===== src/rtl/mux_scan_sampler.sv =====
// mux_scan_sampler: steps a 4:1 single-bit mux through its channels, waits
// SETTLE_CYC cycles after each select change, samples the mux output and
// hands the assembled 4-bit snapshot downstream over valid/ready.
// Optional feature macro: SCAN_CHANGE_DET_EN (suppress unchanged snapshots).
module mux_scan_sampler #(
   parameter int unsigned SETTLE_CYC = 1
) (
   input  logic       clk,
   input  logic       rst,
   input  logic       start,
   input  logic       cont,
   input  logic       mux_op,
   output logic [1:0] sel_out,
   output logic [3:0] snap,
   output logic       snap_valid,
   input  logic       snap_ready,
   output logic       busy
);

   localparam int unsigned CNT_W  = 4;
   localparam int unsigned SNAP_W = 4;
   localparam logic [CNT_W-1:0] SETTLE_LD = CNT_W'(SETTLE_CYC);

   typedef enum logic [1:0] {
      IDLE   = 2'd0,
      SETTLE = 2'd1,
      SAMPLE = 2'd2,
      HOLD   = 2'd3
   } state_t;

   // With no settle time a channel goes straight to its sample cycle.
   localparam state_t FIRST_ST = (SETTLE_CYC == 0) ? SAMPLE : SETTLE;

   state_t             state_q;
   logic [1:0]         sel_q;
   logic [CNT_W-1:0]   cnt_q;
   logic [SNAP_W-1:0]  shift_q;
   logic [SNAP_W-1:0]  snap_q;
   logic               valid_q;
   logic               busy_q;
   logic [SNAP_W-1:0]  snap_new_c;

`ifdef SCAN_CHANGE_DET_EN
   logic               emitted_q;
`endif

   // Completed snapshot: the three stored bits plus the bit being sampled now.
   assign snap_new_c = {mux_op, shift_q[2:0]};

   // Scan sequencer: state, select, settle counter, capture and output regs.
   always_ff @(posedge clk) begin
      if (rst) begin
         state_q   <= IDLE;
         sel_q     <= 2'd0;
         cnt_q     <= '0;
         shift_q   <= '0;
         snap_q    <= '0;
         valid_q   <= 1'b0;
         busy_q    <= 1'b0;
`ifdef SCAN_CHANGE_DET_EN
         emitted_q <= 1'b0;
`endif
      end else begin
         unique case (state_q)
            IDLE: begin
               sel_q <= 2'd0;
               if (start) begin
                  state_q <= FIRST_ST;
                  cnt_q   <= SETTLE_LD;
                  busy_q  <= 1'b1;
               end
            end

            SETTLE: begin
               if (cnt_q <= CNT_W'(1)) begin
                  state_q <= SAMPLE;
                  cnt_q   <= '0;
               end else begin
                  cnt_q <= cnt_q - CNT_W'(1);
               end
            end

            SAMPLE: begin
               shift_q[sel_q] <= mux_op;
               if (sel_q != 2'd3) begin
                  sel_q   <= 2'(sel_q + 2'd1);
                  cnt_q   <= SETTLE_LD;
                  state_q <= FIRST_ST;
               end else begin
`ifdef SCAN_CHANGE_DET_EN
                  if (emitted_q && (snap_new_c == snap_q)) begin
                     // Unchanged: skip emission and act as if accepted.
                     sel_q <= 2'd0;
                     if (cont) begin
                        cnt_q   <= SETTLE_LD;
                        state_q <= FIRST_ST;
                     end else begin
                        state_q <= IDLE;
                        busy_q  <= 1'b0;
                     end
                  end else begin
                     snap_q    <= snap_new_c;
                     valid_q   <= 1'b1;
                     emitted_q <= 1'b1;
                     state_q   <= HOLD;
                  end
`else
                  snap_q  <= snap_new_c;
                  valid_q <= 1'b1;
                  state_q <= HOLD;
`endif
               end
            end

            HOLD: begin
               if (valid_q && snap_ready) begin
                  valid_q <= 1'b0;
                  sel_q   <= 2'd0;
                  if (cont) begin
                     cnt_q   <= SETTLE_LD;
                     state_q <= FIRST_ST;
                  end else begin
                     state_q <= IDLE;
                     busy_q  <= 1'b0;
                  end
               end
            end

            default: begin
               state_q <= IDLE;
               busy_q  <= 1'b0;
            end
         endcase
      end
   end

   assign sel_out    = sel_q;
   assign snap       = snap_q;
   assign snap_valid = valid_q;
   assign busy       = busy_q;

endmodule


===== config.mk =====
export PLATFORM = sky130hd
export DESIGN_NAME = mux_scan_sampler
export DESIGN_NICKNAME = d
export VERILOG_FILES = /design/src/rtl/mux_scan_sampler.sv
export SDC_FILE = /design/constraint.sdc
export NUM_CORES = 1
export LEC_CHECK = 0
export ABC_AREA = 1
export CAP_MARGIN = 20
export CORE_ASPECT_RATIO = 0.7
export CORE_MARGIN = 5
export CORE_UTILIZATION = 34
export CTS_BUF_LIST = sky130_fd_sc_hd__clkbuf_8
export CTS_CLUSTER_SIZE = 10
export DETAILED_ROUTE_END_ITERATION = 12
export GPL_ROUTABILITY_DRIVEN = 0
export MAX_ROUTING_LAYER = met4
export PLACE_DENSITY = 0.54
export SYNTH_ARGS = -nofsm -noshare
export SYNTH_HDL_FRONTEND = slang
export SYNTH_SLANG_ARGS = --single-unit

===== constraint.sdc =====
create_clock -name clk -period 1.7 [get_ports clk]
set_clock_uncertainty 0.1 [all_clocks]
set_input_delay 0.34 -clock clk [delete_from_list [all_inputs] [get_ports clk]]
set_output_delay 0.34 -clock clk [all_outputs]
set_load 0.05 [all_outputs]

**Yosys cells after proc, flatten, opt, wreduce, memory -nomap -nowiden**

Index checks and enable logic that the tools add are counted.

- Bits in registers: 18
- Latch bits: 0
- RAM bits: 0
- Memory bits (read-only): 0
- Input bits: 6
- Output and inout port bits: 8
- Memories kept: 0

- Add/subtract/negate cells: 2
- $mul: 0
- Div/mod/pow operators: 0
- Magnitude comparators: 3
- Equal/unequal tests: 11
- Shifts and indexed selects: 0
- Mux-type cells: 25
- Bitwise logic cells: 1
- Reductions and logical operators: 12

Operators by type and width:

| cell | count |
|---|---|
| 4-bit 2-to-1 mux | 5 |
| 2-bit != test, second input constant | 8 |
| 4-bit one-hot mux with 4 select lines | 1 |
| 2-bit 2-to-1 mux | 6 |
| 3-bit AND reduction | 3 |
| 2-bit one-hot mux with 4 select lines | 1 |
| 4-bit AND reduction | 2 |
| 1-bit 2-to-1 mux | 7 |
| 2-bit one-hot mux with 3 select lines | 1 |
| 4-bit bitwise mux | 1 |
| 2-bit == test, second input constant | 2 |
| 4-bit by 1-bit <= comparator with 1-bit output, second input constant | 1 |
| 1-bit one-hot mux with 2 select lines | 2 |
| 2-bit nonzero test | 2 |
| 4-bit by 1-bit subtractor with 4-bit output, second input constant | 1 |
| 2-bit by 3-bit less-than comparator with 1-bit output, second input constant | 1 |
| 3-bit nonzero test | 1 |
| 2-bit by 1-bit adder with 2-bit output, second input constant | 1 |
| 1-bit demux with 2-bit select | 1 |
| 2-bit by 1-bit == test with 1-bit output, second input constant | 1 |
| 2-bit by 1-bit >= comparator with 1-bit output, second input constant | 1 |
| 1-bit logical AND | 2 |
| 2-bit zero test | 1 |
| 2-bit AND reduction | 1 |
| 1-bit NOT | 1 |

**Logic depth before layout (Yosys ltp)**

Gate-level depths: netlist of run 1.

- Depth in word-level cells: 5
- Depth in mapped cells: 10
- Mapped depth without buffers: 10

**Worst setup path after synthesis of run 1**

No wires, ideal clock.

- Path type: register to register
- Start: reg sel_q[1] (netlist: sel_out[1])
- End: reg sel_q[1] (netlist: sel_out[1])
- Setup time: 0.070 ns
- Arrival: 1.511 ns
- Required time: 1.530 ns
- Path slack: 0.018 ns
- Cell stages (with the launch flop): 8
- Path buffers: 0
- Period minus slack after synthesis: 1.682 ns
- Path through: dfxtp_1 -> ha_1 -> nand3_4 -> nand2_1 -> inv_1 -> nand2_1 -> nand2_1 -> a21oi_1

- Cells in the longest elaborated chain, start to end: 3

RTL lines:

| item | line | RTL |
|---|---|---|
| start, declared | 35 | `logic [1:0] sel_q;` |
| start signal, assigned | 86 | `sel_q <= 2'(sel_q + 2'd1);` |
| 2-bit by 1-bit adder with 2-bit output or 2-bit != test (tied branches) | 86, 85 |  |
| 2-bit 2-to-1 mux or 2-bit != test (tied branches) | - |  |
| 2-bit one-hot mux with 3 select lines or 3-bit AND reduction (tied branches) | - |  |

Several ways; a longest one is shown, not always the timed one. The select of a mux whose other input is x is not followed.
A chain may end at the register's enable or synchronous reset.

**Worst setup path in the final report of run 1**

- Start: reg cnt_q[0]
- End: reg cnt_q[1]

- Cells in the longest elaborated chain, start to end: 3

RTL lines:

| item | line | RTL |
|---|---|---|
| start, declared | 36 | `logic [CNT_W-1:0] cnt_q;` |
| start signal, assigned | 79 | `cnt_q <= cnt_q - CNT_W'(1);` |
| 4-bit by 1-bit subtractor with 4-bit output or 4-bit by 1-bit <= comparator with 1-bit output (tied branches) | 79, 75 |  |
| 4-bit 2-to-1 mux (*) | 75 | `if (cnt_q <= CNT_W'(1)) begin` |
| 4-bit one-hot mux with 4 select lines (*) | 64 | `unique case (state_q)` |

Every way passes the cells marked *; elsewhere a longest branch is shown, timed or not.

==> metrics.txt, run 1 <==
area delta synth->final=27.3%; worst-path maximum fanout=5; grt total ovfl=0; post-synthesis cell count=127; Post-CTS Hold Fix Bufs=0; most area-consuming cells after synthesis=dfxtp_1 (36%), nand2_1 (11%), a21oi_1 (9.6%); worst vdd ir=0.000652 V; period utilization=0.855; Least-Margin Pin Slew=275 ps; number of port buffers=13; clock root cell=clkbuf_8; final hold viol count=0; Die H=53.9 µm; first-pass GRT wire length=3.56 mm; H-tree levels=1; Max Clock Freq=0.688 GHz; worst path required time=1790 ps; Synth Warn #=0; drt first-iter violations=51; Setup crit end kind=register; Min-Delay Path Class=reg -> reg; RSZ-0062 raised after global routing=false; Routed WL per cell=10.9 µm; Sum Neg Setup Slack=0 ps; antenna-violating nets left=0; placed insts=177; Seq cells post-synth=17; I/O Pins=14; Cell variety after synth=22; gr usage total=0.123; clk_lat worst skew=250 ps; slew margin rel.=0.817; detailed placement HPWL=1.60 mm; syn nets=139; Post-route DRC=0; layout cells sized above 1=0.204; area of the die=0.00392 mm²; Vias=827; sequential area share after synthesis=0.364; die span in x=72.7 µm; initial antenna violation count=0; Max Cap Violations=0; syn_area_per_cell=7.37 µm²; startpoint types=register; Max clock buf depth=2; Core Area=0.00255 mm²; Via-to-Cell Ratio=4.57; drt total wl=1.98 mm; kind of critical path=reg -> reg; Sink Count=17; # rows=15; DRT Pass-1 Iters=4; outcome=finished clean; Yosys top cell area share=0.364; Tmin final=1450 ps; post_cts resized=0; Filler cells=283; CP arrival=1540 ps; Nets=160; fin. max-slew vios=0; largest net degree at the start of global routing=13; total setup buffers inserted after CTS=0; Pwr Density=971 mW/mm²; Inserted Clock Buffers=3; Worst R2R Setup Slack=250 ps; Finish-stage setup viols=0; antenna cells=0; vias in the first global route=794; clk slew on worst S/H paths=70 ps; Initial Util=0.367; Leak Pwr=0.000525 µW; CTS tree=built; Cell Area, Synth=936 µm²; Final Non-Filler Cells=181; cell taking the most area after synthesis=dfxtp_1
[metal layers]
layer	vias up	track usage	part of all wire
li1	449	-	-
met1	366	0.166	0.55
met2	10	0.180	0.42
met3	2	0.0392	0.029
met4	0	0.0276	0.0035
met5	-	-	0
[kinds of logic (layout without fill, tap and decap cells)]
group / Yosys count / after routing / synth area share
flops: 17 / 17 / 0.364
compound gates: 23 / 23 / 0.123
simple gates: 58 / 58 / 0.306
fa+ha+maj: 6 / 6 / 0.0802
buf+inv: 22 / 42 / 0.118
xor+xnor: 1 / 1 / 0.00936
[area by class of cell]
type / count / area [µm²] / share of cell area
Clock buffer: 3 / 41.3 / 0.0347
Clock inverter: 1 / 5.00 / 0.00420
Inverter: 18 / 76.3 / 0.0641
Multi-Input combinational cell: 88 / 485 / 0.408
Sequential cell: 17 / 340 / 0.286
Tap cell: 34 / 42.5 / 0.0357
Timing Repair Buffer: 20 / 200 / 0.168
[stage by stage]
stage	utilization	power [µW]	setup WS, ps	hold WS [ps]	cell area [µm²]
6_report	0.467	1160	247	362	1190
5_1_grt	0.467	1250	98.6	380	1190
4_1_cts	0.467	1170	239	366	1190
3_5_place_dp	0.449	867	60.4	354	1140
3_3_place_gp	0.449	861	73.3	348	1140
2_1_floorplan	-	768	18.3	309	936
[worst max-delay path, cell delays in order, from the launching register on]
cell and delay, ps:
dfxtp_1 330, inv_1 90, ha_1 240, inv_1 60, nand2_1 40, nand2_1 120, nand2_2 90, or2_0 200
a21oi_1 130
[Yosys cell counts]
cell,count
nand3_1,16
nand2_2,3
buf_4,1
nor2_4,2
inv_8,1
xor2_1,1
nand2_4,1
clkbuf_1,1
a21oi_1,18
clkinv_2,1
nor2_1,5
ha_1,6
dfxtp_1,17
or2_0,1
nand2_1,28
nand3_4,1
inv_2,2
o21ai_1,1
nand4_1,1
o21ai_0,4
buf_6,2
inv_1,14
[path summary, 6_finish.rpt]
check                        start               endpoint  cells past startpoint
max          cnt_q[0]$_SDFFE_PP0P_  cnt_q[1]$_SDFFE_PP0P_                      8
min              busy$_SDFFE_PP0P_      busy$_SDFFE_PP0P_                      2
max reg2reg  cnt_q[0]$_SDFFE_PP0P_  cnt_q[1]$_SDFFE_PP0P_                      8
min reg2reg      busy$_SDFFE_PP0P_      busy$_SDFFE_PP0P_                      2
[cells in the final DEF, fill, tap and decap left out]
cell type,netlist,layout
inv_1,14,14
xor2_1,1,1
clkdlybuf4s50_1,0,5
buf_4,1,12
inv_2,2,2
dfxtp_1,17,17
o21ai_1,1,1
inv_8,1,1
nand2_4,1,1
nor2_1,5,5
buf_12,0,3
ha_1,6,6
clkinv_2,1,2
nand2_2,3,3
nand3_1,16,16
a21oi_1,18,18
nor2_4,2,2
or2_0,1,1
nand2_1,28,28
nand3_4,1,1
nand4_1,1,1
clkbuf_8,0,3
o21ai_0,4,4
[power breakdown]
group          internal (µW)  switching (µW)  total [µW]  leakage, µW
Combinational            153             247         400     0.000361
Clock                    162             137         300    0.0000255
Sequential               431            25.8         457     0.000138
Total                    747             410        1160     0.000525
[state kept, by name, summed over array words and instances (netlist names)]
register	count
shift_q	3
cnt_q	4
sel_out	2
state_q	2
busy	1
snap_valid	1
snap	4
No activity file was read; power rests on OpenSTA's default activity.
==> inputs of run 2 (changes only) <==
ABC_AREA = 0   (was 1)
PLACE_DENSITY = 0.55   (was 0.54)
==> run 2 against run 1 <==
Compared with the run above:
- global-route usage is 0.58 points higher
- synthesized area decreased by 4.5%
- power is 2.2% higher
- highest routed layer unchanged
- critical path depth fell by 3
- register-to-register slack worse by 150 ps
- worst hold slack got worse by 7.6 ps
- design area decreased by 0.84%
- largest power group unchanged
- critical path type unchanged
- core utilization grew 0.65 points
==> metrics.txt, run 2 <==
Nets=137 (-14%); most area-consuming cells after synthesis=dfxtp_1 (38%), ha_1 (8.4%), a21oi_1 (6.7%); Setup crit end=state_q[0]$_SDFFE_PP0P_; Die H=52.9 µm (-1.9%); CP arrival=1690 ps (+150 ps); Synth top cells by count=dfxtp_1 (17), a21oi_1 (12), nand3_1 (9), inv_1 (7), nand2_1 (7); area of the die=0.00377 mm² (-3.8%); period utilization=0.943 (+0.0887); total setup buffers inserted after CTS=0 (unchanged); Vias=785 (-5.1%); placed insts=154 (-13%); vias in the first global route=760 (-4.3%); number of port buffers=13 (unchanged); Seq cells post-synth=17 (unchanged); Primary FF master, synth=dfxtp_1; r2r endpoint=state_q[0]$_SDFFE_PP0P_; Max Cap Violations=0 (unchanged); # rows=15 (unchanged); R2R Path Start=cnt_q[0]$_SDFFE_PP0P_; Initial Util=0.358 (-0.00877); Sink Count=17 (unchanged); I/O Pins=14 (unchanged); commonest non-fill, non-tap cell in the layout=buf_4; met3 WL=89 µm (+56%); kind of critical path=reg -> reg; clk_lat worst skew=250 ps (about the same); Least-Margin Pin Slew=264 ps (-10.9 ps); first-pass GRT wire length=3.64 mm (+2.3%); Final Non-Filler Cells=158 (-13%); sequential area share after synthesis=0.381 (+0.0173); antenna cells=0 (unchanged); Setup crit end kind=register; clk slew on worst S/H paths=70 ps (about the same); area delta synth->final=32.2%; Routed met1 length=1.15 mm (+6.1%); Post-route DRC=0 (unchanged); syn_area_per_cell=8.67 µm² (+18%); layout cells sized above 1=0.266 (+0.0620); Sum Neg Setup Slack=0 ps (unchanged); Power Total=1180 µW (+2.2%); Synth Warn #=0 (unchanged); Finish-stage setup viols=0 (unchanged); Leak Pwr=0.000456 µW (-13%); Yosys top cell area share=0.381 (+0.0173); Core Area=0.00250 mm² (-2.2%); detailed placement HPWL=1.48 mm (-7.8%); DRT Pass-1 Iters=4 (unchanged); antenna-violating nets left=0 (unchanged); Crit. Startpoint=cnt_q[0]$_SDFFE_PP0P_; Cell Area, Synth=893 µm² (-4.5%); Max Used Layer=met4; Routed WL per cell=12.6 µm (+15%); Max Clock Freq=0.624 GHz (-9.4%); WL met2=736 µm (-11%); RSZ-0062 raised after global routing=false; worst path required time=1790 ps (about the same); Max clock buf depth=2 (unchanged); die span in x=71.3 µm (-2.0%); grt total ovfl=0 (unchanged); worst-path maximum fanout=5 (unchanged); worst vdd ir=0.000515 V (-21%); most frequent cells in the layout=buf_4 (15), dfxtp_1 (14), a21oi_1 (12), nand3_1 (9); H-tree levels=1 (unchanged); syn nets=115 (-17%); Pwr Density=1000 mW/mm² (+3.1%); Tmin final=1600 ps (+151 ps); clock root cell=clkbuf_8; final worst slack=96.2 ps (-151 ps); outcome=finished clean; Cell variety after synth=34 (+55%); most frequent cell after synthesis=dfxtp_1; Worst R2R Setup Slack=100 ps (-150 ps); FFs w/ async S/R, synth=0 (unchanged); Via-to-Cell Ratio=4.97 (+8.7%); gr usage total=0.129 (+0.00584); post-synthesis cell count=103 (-19%); cell taking the most area after synthesis=dfxtp_1; worst reg-to-reg path cell count=5 (-3); startpoint types=register; final hold viol count=0 (unchanged); CTS tree=built; largest net degree at the start of global routing=13 (unchanged); initial antenna violation count=0 (unchanged); drt total wl=1.99 mm (+0.76%); fin. max-slew vios=0 (unchanged); drt first-iter violations=53 (+3.9%); Inserted Clock Buffers=3 (unchanged); Min-Delay Path Class=reg -> reg; slew margin rel.=0.824 (+0.00727); pre-CTS setup slack=-121 ps (-181 ps); Post-synth EDFFs=0 (unchanged)
-- run 2: changes by cell type after synthesis, moves of 6 or more --
cell	before	now
a21oi_1	18	12
inv_1	14	7
nand2_1	28	7
nand3_1	16	9
-- run 2: kinds of logic (layout without fill, tap and decap cells) --
kind of cell	after synthesis	in the layout	synth area share
simple gates	34	34	0.196
compound gates	31	31	0.253
flops	17	17	0.381
buf+inv	13	34	0.0630
fa+ha+maj	6	6	0.0840
xor+xnor	1	1	0.00981
mux	1	1	0.0126
-- run 2: worst min-delay path by stage --
stage / from / endpoint / slack [ps] / cells after the start
after global placement: snap[1]$_SDFFE_PP0P_ / snap[1]$_SDFFE_PP0P_ / 340 / 2
after detailed placement: snap[1]$_SDFFE_PP0P_ / snap[1]$_SDFFE_PP0P_ / 350 / 2
after floorplan: shift_q[0]$_SDFFE_PP0P_ / snap[0]$_SDFFE_PP0P_ / 340 / 2
final: snap[1]$_SDFFE_PP0P_ / snap[1]$_SDFFE_PP0P_ / 350 / 2
after global routing: snap[1]$_SDFFE_PP0P_ / snap[1]$_SDFFE_PP0P_ / 390 / 2
after CTS: snap[1]$_SDFFE_PP0P_ / snap[1]$_SDFFE_PP0P_ / 360 / 2
-- run 2: cell type report --
| type | instances | area, µm² |
|---|---|---|
| flip-flops and latches | 17 | 347 |
| clock inverters | 1 | 5.00 |
| clock buffers | 3 | 41.3 |
| fillers | 237 | 1320 |
| well taps | 34 | 42.5 |
| repair buffers | 23 | 223 |
| multi-input cells | 73 | 497 |
| inverters | 7 | 26.3 |
-- run 2: per-layer routing --
metal  track usage  vias up
met5             -        -
met1         0.184      357
met3        0.0493        4
met4        0.0375        0
met2         0.165       14
li1              -      410
-- run 2: per-stage QoR --
| stage | hold WS, ps | util | instance area [µm²] |
|---|---|---|---|
| 5_1_grt | 393 | 0.473 | 1180 |
| 6_report | 354 | 0.473 | 1180 |
| 2_1_floorplan | 338 | - | 896 |
| 3_5_place_dp | 348 | 0.453 | 1130 |
| 4_1_cts | 357 | 0.472 | 1180 |
| 3_3_place_gp | 344 | 0.453 | 1130 |
-- run 2: critical path, stage by stage (launching register included) --
cell and delay, ps:
dfxtp_4 370, inv_1 40, ha_1 210, or2_2 320, a311o_1 360, a21oi_1 130
-- run 2: repair_timing --
item                       in CTS  in global routing
setup endpoints to repair       0                  1
gates resized for setup         0                  2
hold buffers                    0                  0
-- run 2: power breakdown --
| group | switching (µW) | internal [µW] | leakage [µW] | total [µW] |
|---|---|---|---|---|
| sequential | 47.4 | 442 | 0.000140 | 490 |
| combinational | 210 | 181 | 0.000291 | 391 |
| clock | 139 | 163 | 0.0000255 | 302 |
==> inputs of run 3 (changes only) <==
--- a/config.mk
+++ b/config.mk
@@ -15,4 +15,5 @@
 export DETAILED_ROUTE_END_ITERATION = 12
 export GPL_ROUTABILITY_DRIVEN = 0
+export GPL_TIMING_DRIVEN = 0
 export MAX_ROUTING_LAYER = met4
 export PLACE_DENSITY = 0.55
==> constraint.sdc (replaced) <==
create_clock -name clk -period 1.7 [get_ports clk]
set_clock_uncertainty 0.1 [all_clocks]
set_input_delay 0.34 -clock clk [delete_from_list [all_inputs] [get_ports clk]]
set_output_delay 0.34 -clock clk [all_outputs]
set_load 0.01 [all_outputs]
==> run 3 against run 2 <==
Compared with the run above:
- combinational power shrank 12%
- die area unchanged
- sequential cell count unchanged
- first-iteration DRC count is 38% lower
- count of clock-buffer cells in the layout unchanged
- maximum frequency down 2.9%
- via count decreased by 2.5%
- cell count shrank 2.5%
- global-route usage shrank 1.3 points
- register-to-register slack worse by 20 ps
- non-clock buffer count fell by 4
- power down 5.5%
==> metrics.txt, run 3 (same netlist as run 2, synthesis figures left out) <==
outcome=finished clean; grt total ovfl=0 (unchanged); antenna cells=0 (unchanged); Sw Ratio=0.317 (-0.0189); Die H=52.9 µm (unchanged); vias in the first global route=707 (-7.0%); Finish-stage setup viols=0 (unchanged); slowest cell on the critical path=clkdlybuf4s50_1; layout cells sized above 1=0.167 (-0.0995); Vias=765 (-2.5%); startpoint types=input pin; Least-Margin Pin Slew=476 ps (+212 ps); RSZ-0062 raised after global routing=false; Internal Pwr Total=763 µW (-2.8%); drt total wl=1.91 mm (-4.2%); Leak Pwr=0.000407 µW (-11%); Setup crit end kind=register; WHS=352 ps (-2.44 ps); Tmin final=1650 ps (+48.4 ps); Max clock buf depth=2 (unchanged); Min-Delay Path Class=in -> reg; Post-route DRC=0 (unchanged); antenna-violating nets left=0 (unchanged); initial antenna violation count=0 (unchanged); Max Cap Violations=0 (unchanged); final hold viol count=0 (unchanged); H-tree levels=1 (unchanged); worst path required time=1740 ps (-50 ps); DRT Pass-1 Iters=4 (unchanged); gr usage total=0.116 (-0.0133); worst-path maximum fanout=5 (unchanged); worst vdd ir=0.000416 V (-19%); critical-path cell list=clkdlybuf4s50_1 > and3_1 > o311a_1 > o221a_2; kind of critical path=in -> reg; # rows=15 (unchanged); detailed placement HPWL=1.42 mm (-4.0%); Reg power frac=0.431 (+0.017); Nets=133 (-2.9%); slew margin rel.=0.683 (-0.141); Max Clock Freq=0.605 GHz (-2.9%); Sum Neg Setup Slack=0 ps (unchanged); Crit. Startpoint=snap_ready; period utilization=0.972 (+0.0285); fin util=0.447 (-0.0261); CP peak stage delay=480 ps (+110 ps); drt first-iter violations=33 (-38%); Via-to-Cell Ratio=4.97 (about the same); min-delay src=rst; first-pass GRT wire length=3.30 mm (-9.5%); Final Non-Filler Cells=154 (-2.5%); Pwr Density=1000 mW/mm² (about the same); I/O Pins=14 (unchanged); area of the die=0.00377 mm² (unchanged); CP arrival=1690 ps (about the same); die span in x=71.3 µm (unchanged); clk_lat worst skew=250 ps (about the same); Clock power frac=0.260 (+0.005); clk slew on worst S/H paths=60 ps (about the same); area delta synth->final=24.9%; Filler cells=247 (+4.2%); Routed WL per cell=12.4 µm (-1.7%); Core Area=0.00250 mm² (unchanged); clock root cell=clkbuf_8; Sink Count=17 (unchanged); Post-CTS Hold Fix Bufs=0 (unchanged); Initial Util=0.358 (unchanged); commonest non-fill, non-tap cell in the layout=dfxtp_1; Inserted Clock Buffers=3 (unchanged); most frequent cells in the layout=dfxtp_1 (13), a21oi_1 (12), clkdlybuf4s50_1 (12), nand3_1 (9), inv_1 (8); R2R Path Start=cnt_q[0]$_SDFFE_PP0P_; combinational power share=0.309 (-0.022); placed insts=149 (-3.2%); fin. max-slew vios=0 (unchanged); number of port buffers=12 (-1); CTS tree=built; largest net degree at the start of global routing=11 (-2); P_sw=354 µW (-11%)
[run 3: cell types whose count changed in the layout (fill, tap and decap cells not counted), sizes merged]
cell / previous run / this run
clkinv: 1 / 0
clkbuf: 3 / 4
buf: 18 / 6
clkdlybuf4s50: 5 / 12
inv: 7 / 8
[run 3: power by group through the flow]
stage                     clock network (µW)  logic, µW  registers, µW
after floorplan                            0        258            479
after global placement                     0        339            483
after detailed placement                   0        342            484
after CTS                                302        344            476
after global routing                     317        388            490
final                                    291        345            481
[run 3: area by class of cell]
class / instances / area, µm² / share of cell area
flip-flops and latches: 17 / 348 / 0.312
clock inverters: 1 / 3.75 / 0.00336
plain buffers: 6 / 30.0 / 0.0269
clock buffers: 3 / 41.3 / 0.0370
inverters: 7 / 26.3 / 0.0235
repair buffers: 13 / 128 / 0.114
multi-input cells: 73 / 497 / 0.445
well taps: 34 / 42.5 / 0.0381
[run 3: critical path, delay by kind of cell]
kind	cells	cell delay, ps
AOI/OAI and AO/OA	2	640
and+or+nand+nor	1	230
buffers and inverters	1	480
[run 3: final timing paths]
| path | end | slack (ps) | cells after the start |
|---|---|---|---|
| worst min-delay path | busy$_SDFFE_PP0P_ | 350 | 2 |
| worst max register to register | state_q[0]$_SDFFE_PP0P_ | 80 | 5 |
| worst max-delay path | cnt_q[0]$_SDFFE_PP0P_ | 50 | 4 |
| worst min register to register | snap[3]$_SDFFE_PP0P_ | 350 | 2 |
[run 3: what timing repair did]
item                       CTS  global route
cloned                       0             0
gates resized for setup      1             4
pin swaps                    1             0
setup endpoints to repair    3             4
setup buffers                1             0
[run 3: metrics by stage]
| stage | setup WS [ps] | total power [µW] | cell area (µm²) |
|---|---|---|---|
| after floorplan | 107 | 737 | 893 |
| after global placement | -201 | 822 | 1060 |
| after detailed placement | -201 | 826 | 1060 |
| after CTS | 4.94 | 1120 | 1110 |
| after global routing | 18.3 | 1190 | 1120 |
| final | 47.7 | 1120 | 1120 |
[run 3: per-layer routing]
metal / GRT usage / wire length (µm) / up-vias
met3: 0.0398 / 93 / 2
li1: - / - / 401
met2: 0.152 / 727 / 15
met4: 0.0375 / 14 / 0
met5: - / 0 / -
met1: 0.162 / 1080 / 347
==> patch 1: new RTL, config.mk and constraints of run 2 <==
Make the reset (`rst`) asynchronous in one clocked block.
--- a/src/rtl/mux_scan_sampler.sv
+++ b/src/rtl/mux_scan_sampler.sv
@@ -48,7 +48,7 @@
    assign snap_new_c = {mux_op, shift_q[2:0]};
 
    // Scan sequencer: state, select, settle counter, capture and output regs.
-   always_ff @(posedge clk) begin
+   always_ff @(posedge clk or posedge rst) begin
       if (rst) begin
          state_q   <= IDLE;
          sel_q     <= 2'd0;
Behaviour: differs if rst is asserted again (counterexample within 4 cycles, from zero or initial values and one cycle with rst high); with rst held inactive, the same outputs for 10 cycles.
==> patch 1 against run 2 <==
- non-clock buffer count down 6
- area after synthesis grew 5.5%
- design area increased by 1.9%
- count of clock-buffer cells in the layout is the same
- setup slack gained 0.042 ns
- utilization down 3.1 points
- wire length is 11% lower
- sequential cell count unchanged
- critical path type unchanged
- largest cell class unchanged
Power is not compared: it rests on default switching activity, and its combinational part moved more than twofold at a synthesized area within 25%.
==> patch 1: results (changes against run 2) <==
Hold Path Class input pin to async pin; worst stage delay on the critical path 0.42 ns (+0.05 ns); Unique masters post-synth 36 (+5.9%); WP data arrival 1.63 ns (-0.06 ns); final net count 117 (-15%); CP Max Fanout 6 (+1); Synth Net Count 99 (-14%); CP max stage cell dfrtp_2; status finished, final reports clean; total track usage 11.2% (-1.7 points); sequential fraction of the synthesis area 45.2% (+7.1 points); dpl ws 0.0313 ns (+0.152 ns); vias in the first global route 661 (-13%); fraction of registers with async set/reset 100% (+100 points); Synth Area in Compound Gates 16.3% (-9.0 points); Critical R2R Launch sel_out[0]; routed length per instance 12.7 microns (+0.29%); fraction of layout cells with a size suffix above 1 26.9% (+0.31 points); Placed Area 1160 sq um (+2.4%); first-pass GRT wire length 3.26 mm (-10%); dpl hpwl 1.30 mm (-12%); slew margin rel. 77.7% (-4.7 points); largest net degree at the start of global routing 18 (+5); mux cell area share after synthesis 9.96% (+8.7 points); 1st-iter DRT viols 59 (+11%); Synth Area in XOR/XNOR 0% (-0.98 points); Synth top cells by count dfrtp_1, nand2_1, inv_1, ha_1
==> patch 1: cell types whose count changed in the layout (fill, tap and decap cells not counted), sizes merged, moves of 4 or more <==
cell   delta
a21oi     -9
buf       -6
dfrtp    +17
dfxtp    -17
mux2      +6
nand3     -8
nor3      +4
==> patch 1: path summary, 6_finish.rpt <==
path,cells past startpoint,slack [ns],endpoint
worst max-delay path,4,0.14,cnt_q[3]
worst min-delay path,3,0.31,state_q[0]
worst max register to register,4,0.14,cnt_q[3]
worst min register to register,1,0.40,snap[0]
max in group asynchronous,3,0.98,sel_out[0]
min in group clk,1,0.40,snap[0]
==> patch 1: final cells by class <==
cell class,instances,share of cell area (%)
flip-flops and latches,17,35.6
inverters,7,2.18
clock inverters,1,0.312
multi-input cells,59,39.0
repair buffers,17,15.8
well taps,36,3.74
clock buffers,3,3.43
==> patch 1: power groups by stage <==
| stage | combinational [uW] | clock, uW | sequential (uW) |
|---|---|---|---|
| floorplan | 651 | 0 | 987 |
| global placement | 1280 | 0 | 773 |
| detailed placement | 1270 | 0 | 782 |
| CTS | 1280 | 306 | 773 |
| global route | 1400 | 327 | 815 |
| finish | 1270 | 288 | 773 |
==> patch 1: metal layers <==
metal | vias to the layer above | part of all wire (%) | GRT usage, %
li1 | 347 | - | -
met1 | 325 | 52 | 17.0
met2 | 22 | 41 | 14.4
met3 | 2 | 5.9 | 2.80
met4 | 0 | 1.1 | 2.76
met5 | - | 0 | -
==> patch 1: stage by stage <==
stage	total power, uW	util, %	std cells
floorplan	1640	-	87
global placement	2050	42.6	136
detailed placement	2050	42.6	136
CTS	2360	44.2	140
global route	2550	44.2	140
finish	2330	44.2	140
==> patch 1: worst min-delay path, delay by kind of cell <==
| kind | cells | cell delay (ns) |
|---|---|---|
| buffers and inverters | 3 | 0.69 |
==> patch 2: new RTL, flow settings as in run 2 <==
Without the edit above. Set the localparam `CNT_W` to 5 (it was 4).
--- a/src/rtl/mux_scan_sampler.sv
+++ b/src/rtl/mux_scan_sampler.sv
@@ -17,7 +17,7 @@
    output logic       busy
 );
 
-   localparam int unsigned CNT_W  = 4;
+   localparam int unsigned CNT_W  = 5;
    localparam int unsigned SNAP_W = 4;
    localparam logic [CNT_W-1:0] SETTLE_LD = CNT_W'(SETTLE_CYC);
 
Check against the original RTL: no difference found for any inputs over 10 cycles, from zero or initial values and one cycle with rst high; that may be too few to reach the edited logic, so the function may still have changed.
==> patch 2 against run 2 <==
- critical path type is now input pin to flop
- combinational power down 16%
- power down 1.5%
- fmax is 2.3% lower
- via count is 6.1% higher
- first-iteration DRC count down 55%
- sequential cell count increased by 1
- wire length rose by 2.7%
- highest routed layer unchanged
- largest power group unchanged
- setup slack got worse by 0.037 ns
- design area is 7.9% higher
- critical endpoint is now cnt_q[2]
- count of clock-buffer cells in the layout up 1
- area after synthesis up 5.0%
==> patch 2: results (changes against run 2) <==
later-pin clock latency in the skew report 0.25 ns (about the same); Largest register FFs 5; Synth top cells by count dfxtp_1, a21oi_1, nand2_1, nand3_1; DR vias/cell 4.84 (-2.5%); slew margin rel. 80.8% (-1.6 points); dpl ws -0.259 ns (-0.139 ns); Num CTS Buffers 3 (unchanged); Port Buf Inserts 13 (unchanged); leakage power figure 0.000494 uW (+8.3%); CP max stage cell clkdlybuf4s50_1; vias in the first global route 842 (+11%); dpl hpwl 1.57 mm (+6.6%); fraction of layout cells with a size suffix above 1 26.1% (-0.53 points); Worst VDD drop 0.610 mV (+18%); Routed WL 2.05 mm (+2.7%); Hold Path Class flop to flop; largest cells by area after synthesis dfxtp_1, a21oi_1, ha_1; worst stage delay on the critical path 0.47 ns (+0.10 ns); largest net degree at the start of global routing 11 (-2); CTS clock-pin slew for the worst setup and hold paths 0.07 ns (about the same); final net count 151 (+10%); # fillers 262 (+11%); first-pass GRT wire length 3.82 mm (+4.9%); fraction of registers with async set/reset 0% (unchanged); top_reg_cell synth dfxtp_1; CTS H-tree lvls 1 (unchanged); total track usage 13.0% (+0.13 points); 1st-iter DRT viols 24 (-55%); diode count 0 (unchanged); maximum clock path buffer count 2 (unchanged); status finished, final reports clean; CP Max Fanout 3 (-2); initial antenna violation count 0 (unchanged); Yosys Warn Count 0 (unchanged); Synth Net Count 126 (+9.6%); switch share 29.3% (-4.3 points); WP data arrival 1.68 ns; sequential fraction of the synthesis area 38.4% (+0.30 points)
-- patch 2: final cells by class --
cell class	instances	area share, %
multi-input cells	84	41.3
well taps	34	3.34
clock buffers	4	4.32
repair buffers	26	20.4
inverters	6	1.77
flip-flops and latches	18	28.9
-- patch 2: kinds of logic (layout without fill, tap and decap cells) --
| family | Yosys count | in the layout | synth area share (%) |
|---|---|---|---|
| DFF | 18 | 18 | 38.4 |
| buffers and inverters | 12 | 36 | 6.40 |
| and+or+nand+nor | 46 | 46 | 25.7 |
| adders and majority gates | 6 | 6 | 8.00 |
| AOI/OAI and AO/OA | 32 | 32 | 21.5 |
-- patch 2: power groups by stage --
stage	clock, uW	combinational (uW)	sequential (uW)
after global placement	0	310	498
after CTS	356	317	489
after floorplan	0	202	501
after global routing	381	371	496
final	345	330	490
after detailed placement	0	310	498
-- patch 2: through the flow --
stage                     hold WS [ns]  util, %  cells  cell area (sq um)
after global routing             0.387     50.0    172               1270
after floorplan                  0.337        -    114                945
after CTS                        0.362     49.2    171               1250
final                            0.356     50.0    172               1270
after global placement           0.346     47.0    167               1200
after detailed placement         0.352     47.0    167               1200
-- patch 2: final timing paths --
check,start,cells after the start,endpoint,slack [ns]
setup / recovery,snap_ready,5,cnt_q[2],0.06
hold / removal,snap[2],2,snap[2],0.36
hold reg to reg,snap[2],2,snap[2],0.36
setup reg to reg,state_q[0],4,cnt_q[2],0.09
-- patch 2: worst max-delay path: cells and delay by family --
family          cells  cell delay (ns)
buf+inv             1             0.47
compound gates      2             0.54
simple gates        2             0.32
-- patch 2: routing by layer --
layer | track usage [%] | wire length, microns | up-vias
met5 | - | 0 | -
met1 | 17.4 | 1130 | 368
met3 | 4.66 | 111 | 2
met4 | 1.84 | 8 | 0
li1 | - | - | 449
met2 | 19.3 | 803 | 14
-- patch 2: repair_timing --
action,in CTS,in global routing
gates resized for setup,0,4
endpoints found under the setup margin,0,4
hold buffers,0,0
hold endpoints to repair,0,0
buffers inserted,0,1
